### config.mk
export PLATFORM = sky130hd
export DESIGN_NAME = hazard_control_unit
export DESIGN_NICKNAME = d
export VERILOG_FILES = /design/src/rtl/hazard_control_unit.sv
export SDC_FILE = /design/constraint.sdc
export NUM_CORES = 1
export LEC_CHECK = 0
export CAP_MARGIN = 20
export CORE_AREA = 2 2 86 88
export CTS_CLUSTER_DIAMETER = 40
export DETAILED_ROUTE_END_ITERATION = 16
export DIE_AREA = 0 0 88 90
export GPL_TIMING_DRIVEN = 0
export PLACE_DENSITY = 0.77
export SYNTH_ARGS = -nofsm -noshare
export SYNTH_HDL_FRONTEND = slang
export SYNTH_SLANG_ARGS = --single-unit
### constraint.sdc
create_clock -name clk -period 2.3 [get_ports clk]
set_input_delay 0.23 -clock clk [delete_from_list [all_inputs] [get_ports clk]]
set_output_delay 0.23 -clock clk [all_outputs]
set_load 0.01 [all_outputs]
### src/rtl/hazard_control_unit.sv
// Hazard controller for the 5-stage RISC-V pipeline: load-use stall, branch flush,
// M/W forwarding, data-memory wait freeze with watchdog, and saturating event counters.
module hazard_control_unit #(
    parameter int unsigned TIMEOUT_CYCLES = 255,
    parameter int unsigned CNT_W          = 16
) (
    input  logic             clk,
    input  logic             reset_n,
    input  logic [4:0]       Rs1D,
    input  logic [4:0]       Rs2D,
    input  logic [4:0]       Rs1E,
    input  logic [4:0]       Rs2E,
    input  logic [4:0]       RdE,
    input  logic             RegWriteE,
    input  logic [1:0]       ResultSrcE,
    input  logic             MemWriteE,
    input  logic             PCSrcE,
    input  logic             DMemReadyM,
    output logic             StallF,
    output logic             StallD,
    output logic             StallE,
    output logic             StallM,
    output logic             FlushD,
    output logic             FlushE,
    output logic [1:0]       ForwardAE,
    output logic [1:0]       ForwardBE,
    output logic             MemTimeout,
    output logic [CNT_W-1:0] LoadStallCount,
    output logic [CNT_W-1:0] FlushCount
);

    localparam logic [15:0]      TIMEOUT_L = 16'(TIMEOUT_CYCLES);
    localparam logic [15:0]      WAIT_MAX  = 16'hFFFF;
    localparam logic [CNT_W-1:0] CNT_MAX   = {CNT_W{1'b1}};
    localparam logic [CNT_W-1:0] CNT_ONE   = {{(CNT_W-1){1'b0}}, 1'b1};

    logic [4:0]       rd_m_r;
    logic             reg_write_m_r;
    logic             mem_acc_m_r;
    logic [4:0]       rd_w_r;
    logic             reg_write_w_r;
    logic [15:0]      wait_cnt_r;
    logic [15:0]      wait_cnt_nxt_s;
    logic             mem_timeout_r;
    logic [CNT_W-1:0] load_stall_cnt_r;
    logic [CNT_W-1:0] flush_cnt_r;
    logic             mem_wait_s;
    logic             lw_stall_s;
    logic             load_e_s;

    // M has priority over W; x0 is never forwarded.
    function automatic logic [1:0] fwd_sel(
        input logic [4:0] rs,
        input logic [4:0] rd_m,
        input logic       rw_m,
        input logic [4:0] rd_w,
        input logic       rw_w
    );
        logic [1:0] sel;
        if (rw_m && (rd_m != 5'd0) && (rd_m == rs)) begin
            sel = 2'b10;
        end else if (rw_w && (rd_w != 5'd0) && (rd_w == rs)) begin
            sel = 2'b01;
        end else begin
            sel = 2'b00;
        end
        return sel;
    endfunction

    assign load_e_s   = (ResultSrcE == 2'b01);
    assign mem_wait_s = mem_acc_m_r & ~DMemReadyM;
    assign lw_stall_s = load_e_s & (RdE != 5'd0) & ((Rs1D == RdE) | (Rs2D == RdE));

    assign StallE     = mem_wait_s;
    assign StallM     = mem_wait_s;
    assign StallF     = mem_wait_s | lw_stall_s;
    assign StallD     = mem_wait_s | lw_stall_s;
    assign FlushD     = ~mem_wait_s & PCSrcE;
    assign FlushE     = ~mem_wait_s & (lw_stall_s | PCSrcE);

    assign MemTimeout     = mem_timeout_r;
    assign LoadStallCount = load_stall_cnt_r;
    assign FlushCount     = flush_cnt_r;

    // Forwarding selects for both E-stage operands
    always_comb begin
        ForwardAE = fwd_sel(Rs1E, rd_m_r, reg_write_m_r, rd_w_r, reg_write_w_r);
        ForwardBE = fwd_sel(Rs2E, rd_m_r, reg_write_m_r, rd_w_r, reg_write_w_r);
    end

    // Next watchdog count: saturating run length of consecutive wait cycles
    always_comb begin
        wait_cnt_nxt_s = wait_cnt_r;
        if (!mem_wait_s) begin
            wait_cnt_nxt_s = 16'd0;
        end else if (wait_cnt_r != WAIT_MAX) begin
            wait_cnt_nxt_s = wait_cnt_r + 16'd1;
        end else begin
            wait_cnt_nxt_s = wait_cnt_r;
        end
    end

    // Shadow M/W pipeline; a wait holds M and pushes a bubble into W
    always_ff @(posedge clk or negedge reset_n) begin
        if (!reset_n) begin
            rd_m_r        <= 5'd0;
            reg_write_m_r <= 1'b0;
            mem_acc_m_r   <= 1'b0;
            rd_w_r        <= 5'd0;
            reg_write_w_r <= 1'b0;
        end else if (!mem_wait_s) begin
            rd_m_r        <= RdE;
            reg_write_m_r <= RegWriteE;
            mem_acc_m_r   <= load_e_s | MemWriteE;
            rd_w_r        <= rd_m_r;
            reg_write_w_r <= reg_write_m_r;
        end else begin
            reg_write_w_r <= 1'b0;
        end
    end

    // Watchdog counter and sticky timeout flag
    always_ff @(posedge clk or negedge reset_n) begin
        if (!reset_n) begin
            wait_cnt_r    <= 16'd0;
            mem_timeout_r <= 1'b0;
        end else begin
            wait_cnt_r <= wait_cnt_nxt_s;
            if (mem_wait_s && (wait_cnt_nxt_s >= TIMEOUT_L)) begin
                mem_timeout_r <= 1'b1;
            end else begin
                mem_timeout_r <= mem_timeout_r;
            end
        end
    end

    // Saturating event counters; events during a wait are re-evaluated once it drops
    always_ff @(posedge clk or negedge reset_n) begin
        if (!reset_n) begin
            load_stall_cnt_r <= {CNT_W{1'b0}};
            flush_cnt_r      <= {CNT_W{1'b0}};
        end else begin
            if (lw_stall_s && !mem_wait_s && (load_stall_cnt_r != CNT_MAX)) begin
                load_stall_cnt_r <= load_stall_cnt_r + CNT_ONE;
            end else begin
                load_stall_cnt_r <= load_stall_cnt_r;
            end
            if (PCSrcE && !mem_wait_s && (flush_cnt_r != CNT_MAX)) begin
                flush_cnt_r <= flush_cnt_r + CNT_ONE;
            end else begin
                flush_cnt_r <= flush_cnt_r;
            end
        end
    end

endmodule
==> Word level (Yosys, flattened, before mapping) <==
Index checks and enable logic that the tools add are counted.
{ "word_totals": {"ff_bits": 62, "input_bits": 33, "word_cells": 56} }
{ "op_classes": {"add_sub_neg": 3, "magnitude_cmp": 1, "n_eq_ne": 10, "n_mux": 7, "n_bitwise": 11, "reduce_logical": 15} }
{ "ops": {"columns": ["cell", "n"], "rows": [
  ["adder 16 x 1 -> 16 bit (second input constant)", 3],
  ["!= test 16 bit (second input constant)", 3],
  ["2-to-1 mux 16 bit", 2],
  ["== test 5 bit", 6],
  ["greater-or-equal comparator 16 x 8 -> 1 bit (second input constant)", 1],
  ["nonzero test 5 bit", 3],
  ["logical AND 1 bit", 11],
  ["AND 1 bit", 5],
  ["2-to-1 mux 2 bit", 2],
  ["OR 1 bit", 4],
  ["2-to-1 mux 1 bit", 3],
  ["== test 2 x 1 -> 1 bit (second input constant)", 1],
  ["NOT 1 bit", 2],
  ["logical NOT 1 bit", 1]
]} }

==> Depth between registers and ports, before layout <==
{ "logic_depth": {"ltp_word": 5, "ltp_mapped": 8, "mapped_depth_nobuf": 7} }

==> Worst setup path after synthesis <==
Ideal clock, no wire load.
{ "synth_path": {"kind": "flip-flop to flip-flop", "startpoint": "reg wait_cnt_r[0]", "endpoint": "reg mem_timeout_r (netlist: MemTimeout)", "setup_time_ns": 0.136, "arrival_time_ns": 1.923, "required_ns": 2.164, "path_slack_ns": 0.241, "path_stages_with_launch": 9, "synth_period_minus_slack_ns": 2.059, "cell_sequence": "dfrtp_1 > ha_1 > nand3_1 > or4_1 > buf_2 > nand3_1 > xor2_1 > a21o_1 > o211ai_1"} }
{ "synth_between": {"elab_chain_len": 5} }
{ "synth_lines": {"columns": ["element", "line_no", "text"], "rows": [
  ["start, declared", "42", "logic [15:0] wait_cnt_r;"],
  ["start signal, assigned", "128", "wait_cnt_r <= wait_cnt_nxt_s;"],
  ["adder 16 x 1 -> 16 bit or != test 16 bit (tied branches)", "97, 96", null],
  ["2-to-1 mux 16 bit (*)", "96", "end else if (wait_cnt_r != WAIT_MAX) begin"],
  ["2-to-1 mux 16 bit (*)", "94", "if (!mem_wait_s) begin"],
  ["greater-or-equal comparator 16 x 8 -> 1 bit (*)", "129", "if (mem_wait_s && (wait_cnt_nxt_s >= TIMEOUT_L)) begin"],
  ["logical AND 1 bit (*)", "129", null],
  ["end signal, assigned", "132", "mem_timeout_r <= mem_timeout_r;"],
  ["end, declared", "44", "logic mem_timeout_r;"]
]} }
Every way passes the cells marked *; elsewhere a longest branch is shown, timed or not.
A chain may end at the register's enable or synchronous reset.

==> Worst setup path after layout <==
{ "layout_path": {"startpoint": "reg wait_cnt_r[1]", "endpoint": "reg mem_timeout_r (netlist: MemTimeout)"} }
The elaborated chain is that of the path after synthesis.

==> summary.txt <==
Run status
  • Result of the run: complete, no violations

Detailed routing
  • DRT iter0 DRCs: 272
  • Remaining design rule violation count: 0
  • Top routing layer in use: met4
  • Total vias in the final route: 2961
  • First-pass detailed-route iteration total: 5
  • DRT antenna net count: 0
  • M1 wire length: 3590 µm
  • Final wirelength: 8280 µm
  • Met2 WL post-DR: 4020 µm
  • Via count normalized by instance count: 5.37
  • Detailed route wirelength on metal3: 521 µm
  • Drt wl/cell: 15.0 µm

Clock network
  • Number of clock sinks: 62
  • H-tree depth: 3
  • Register clock-pin slew on the reported worst setup and hold paths: 60 ps
  • Root buf cell: clkbuf_8
  • Clock tree from TritonCTS: built
  • Clk Latency, worst-skew pair: 340 ps
  • CTS Buf Count: 9
  • Worst-case clock buffer depth: 2

Logic synthesis
  • Number of library cell types mapped by synthesis: 39
  • Post-synthesis area per instance: 9.49 µm²
  • Top FF cell, synth: dfrtp_1
  • Number of enable flip-flop cells after synthesis: 0
  • Yosys warns: 0
  • Flops & latches, synth: 62
  • Gate Count Post-Synth: 356
  • Sequential share of the synthesized area: 45.9%
  • Netlist area before placement: 3380 µm²
  • Share of async-settable or async-resettable flops after synthesis: 100%
  • Mapped Nets: 392

Critical path
  • Stages on the worst setup path: 8
  • Required time at the endpoint of the critical path: 2510 ps
  • Worst R2R Setup Slack: 40 ps
  • Kind of launch point of the worst setup path: flip-flop
  • Series of cell instances along the critical path: ha_2 > nand3_2 > or4_1 > buf_2 > nand3_1 > xor2_2 > a21o_1 > o211ai_1
  • Crit path capture: MemTimeout$_DFFE_PN0P_
  • Largest stage delay on the critical path: 530 ps
  • Largest delay contributor family on the critical path: simple AND/OR/NAND/NOR gates
  • Number of cells on the worst reg-to-reg path: 8
  • Critical path capture point type: flip-flop
  • CP Data Arrival Time: 2460 ps
  • Crit Path Category: reg2reg
  • Worst path bufs/invs: 1
  • Worst R2R End: MemTimeout$_DFFE_PN0P_
  • Launching instance or port of the critical path: wait_cnt_r[1]$_DFF_PN0_
  • CP max FO: 7
  • Startpoint of the worst register-to-register path: wait_cnt_r[1]$_DFF_PN0_
  • Cell at the slowest stage of the critical path: or4_1

Placed design
  • Buffers on Ports: 75
  • Weighted congestion reported at the end of routability-driven placement: 0.896
  • Final HPWL from detailed placement: 5710 µm

Timing
  • Pins Over Slew Limit: 0
  • Slew @ Worst Pin: 683 ps
  • Max Freq: 0.443 GHz
  • Setup skew after layout: 5.36 ps
  • Setup-failing EPs final: 0
  • Endpoints failing hold: 0
  • Final worst path period share: 98.1%
  • RSZ-0062 raised after global routing: true
  • Relative slew margins: 54.5%
  • Worst Hold Margin: 218 ps
  • Fin crit period: 2260 ps

Floorplanning
  • Total core area: 7020 µm²
  • Total number of placement rows: 31
  • Die extent in y: 90 µm
  • Top-level I/O count: 76
  • Floorplan die width: 88 µm
  • Area of the die: 7920 µm²
  • Initial Utilization: 48.1%

Layout
  • Antenna diode count: 0
  • Commonest cells after routing, fill and taps aside: 65 x clkdlybuf4s50_1, 59 x dfrtp_1, 55 x nand2_1, 36 x xnor2_1, 27 x xor2_1
  • Fraction of layout cells with a size suffix above 1: 11.7%
  • Most frequent standard cell in the layout excluding fill and tap cells: clkdlybuf4s50_1
  • Final-stage net count: 485
  • Area delta synth->final: 35.0%

Global routing
  • Grt total ovfl: 0
  • Vias in the first global route: 2861
  • Wire length of the first global-routing pass: 13400 µm
  • Overall fraction of global-route tracks in use: 21.4%
  • Antenna violations before repair: 0
  • Largest net degree at the start of global routing: 35

Pwr
  • Pleak: 2.01 nW
  • Maximum vdd ir drop: 0.713 mV
  • Pwr Density: 601 nW/µm²
  • Overall power of the completed layout: 2.74 mW

Min path
  • Class of the tightest hold or removal check: in2reg

Flow run
  • Number of max-cap violations: 0
how the worst min path moves through the flow:
| stage | start | to | slack [ps] | depth (start not counted) |
|---|---|---|---|---|
| finish | RdE[1] | rd_m_r[1]$_DFFE_PN0N_ | 220 | 3 |
| global route | RdE[3] | rd_m_r[3]$_DFFE_PN0N_ | 230 | 3 |
| CTS | RdE[2] | rd_m_r[2]$_DFFE_PN0N_ | 330 | 3 |
| detailed placement | reset_n | LoadStallCount[9]$_DFFE_PN0P_ | 310 | 1 |
| global placement | FlushCount[10]$_DFFE_PN0P_ | FlushCount[10]$_DFFE_PN0P_ | 480 | 1 |
| floorplan | reset_n | FlushCount[0]$_DFFE_PN0P_ | -70 | 0 |
layer usage:
layer / up-vias / global-route usage [%]
li1: 1427 / -
met4: 0 / 8.08
met5: - / 0
met2: 102 / 34.2
met1: 1418 / 28.2
met3: 14 / 4.68
kinds of logic after synthesis:
family / after synthesis / synth area share [%]
buffers and inverters: 17 / 2.33
AO/OA/AOI/OAI: 34 / 6.11
adder cells (fa/ha/maj): 3 / 1.11
flip-flops: 62 / 45.9
AND/OR/NAND/NOR: 171 / 26.4
multiplexers: 4 / 1.26
XOR/XNOR: 65 / 16.9
repair_timing:
item	CTS	global route
pin swaps	2	2
endpoints found under the hold margin	28	0
buffers inserted	4	3
endpoints found under the setup margin	10	9
hold buffers	1	0
resized for setup	29	11
worst reg2reg max path: stages (launching register included):
cell	delay, ps
dfrtp_1	420
ha_2	260
nand3_2	140
or4_1	530
buf_2	190
nand3_1	170
xor2_2	180
a21o_1	160
o211ai_1	80
cell usage after synthesis, drive strengths merged, types with 4 or more instances:
library cell  count  area [µm²]
nand4            16         115
nand2            55         206
and2              6        37.5
buf              11        56.3
or3               5        31.3
and4              4        35.0
dfrtp            62        1550
xor2             29         254
o21ai            10        50.1
and3             16         100
a31oi             5        37.5
xnor2            36         315
nand3            25         125
a21oi            10        50.1
nor4              9        68.8
inv               4        15.0
or4               6        45.0
nor2             19        71.3
nor3              7        35.0
per-stage QoR:
step           instances  instance area (µm²)  setup slack, ps  TNS, ps  utilization [%]
2_1_floorplan        356                 3380              241        0                -
3_3_place_gp         530                 4250             -964   -61790             60.6
3_5_place_dp         531                 4270             -600    -2390             60.8
4_1_cts              548                 4490            -11.5    -11.5             63.9
5_1_grt              551                 4560            -89.6    -89.6             65.0
6_report             551                 4560             43.9        0             65.0
layout make-up:
cell class              count  area (µm²)
fillers                   573        2460
multi-input cells         277        1830
flip-flops and latches     62        1560
repair buffers             84         817
clock buffers              12         145
well taps                  99         124
plain buffers              11        62.6
inverters                   4        15.0
clock inverters             2        10.0
registers in the layout, summed over array words and instances, names as in the netlist:
register        cells
reg_write_w_r       1
wait_cnt_r         16
mem_acc_m_r         1
rd_w_r              5
rd_m_r              5
reg_write_m_r       1
LoadStallCount     16
MemTimeout          1
FlushCount         16
power by group:
group / total [mW] / internal [mW] / switching, mW
sequential: 1.33 / 1.20 / 0.136
clock: 0.797 / 0.405 / 0.392
combinational: 0.613 / 0.348 / 0.265
(Power assumes the default switching activity.)
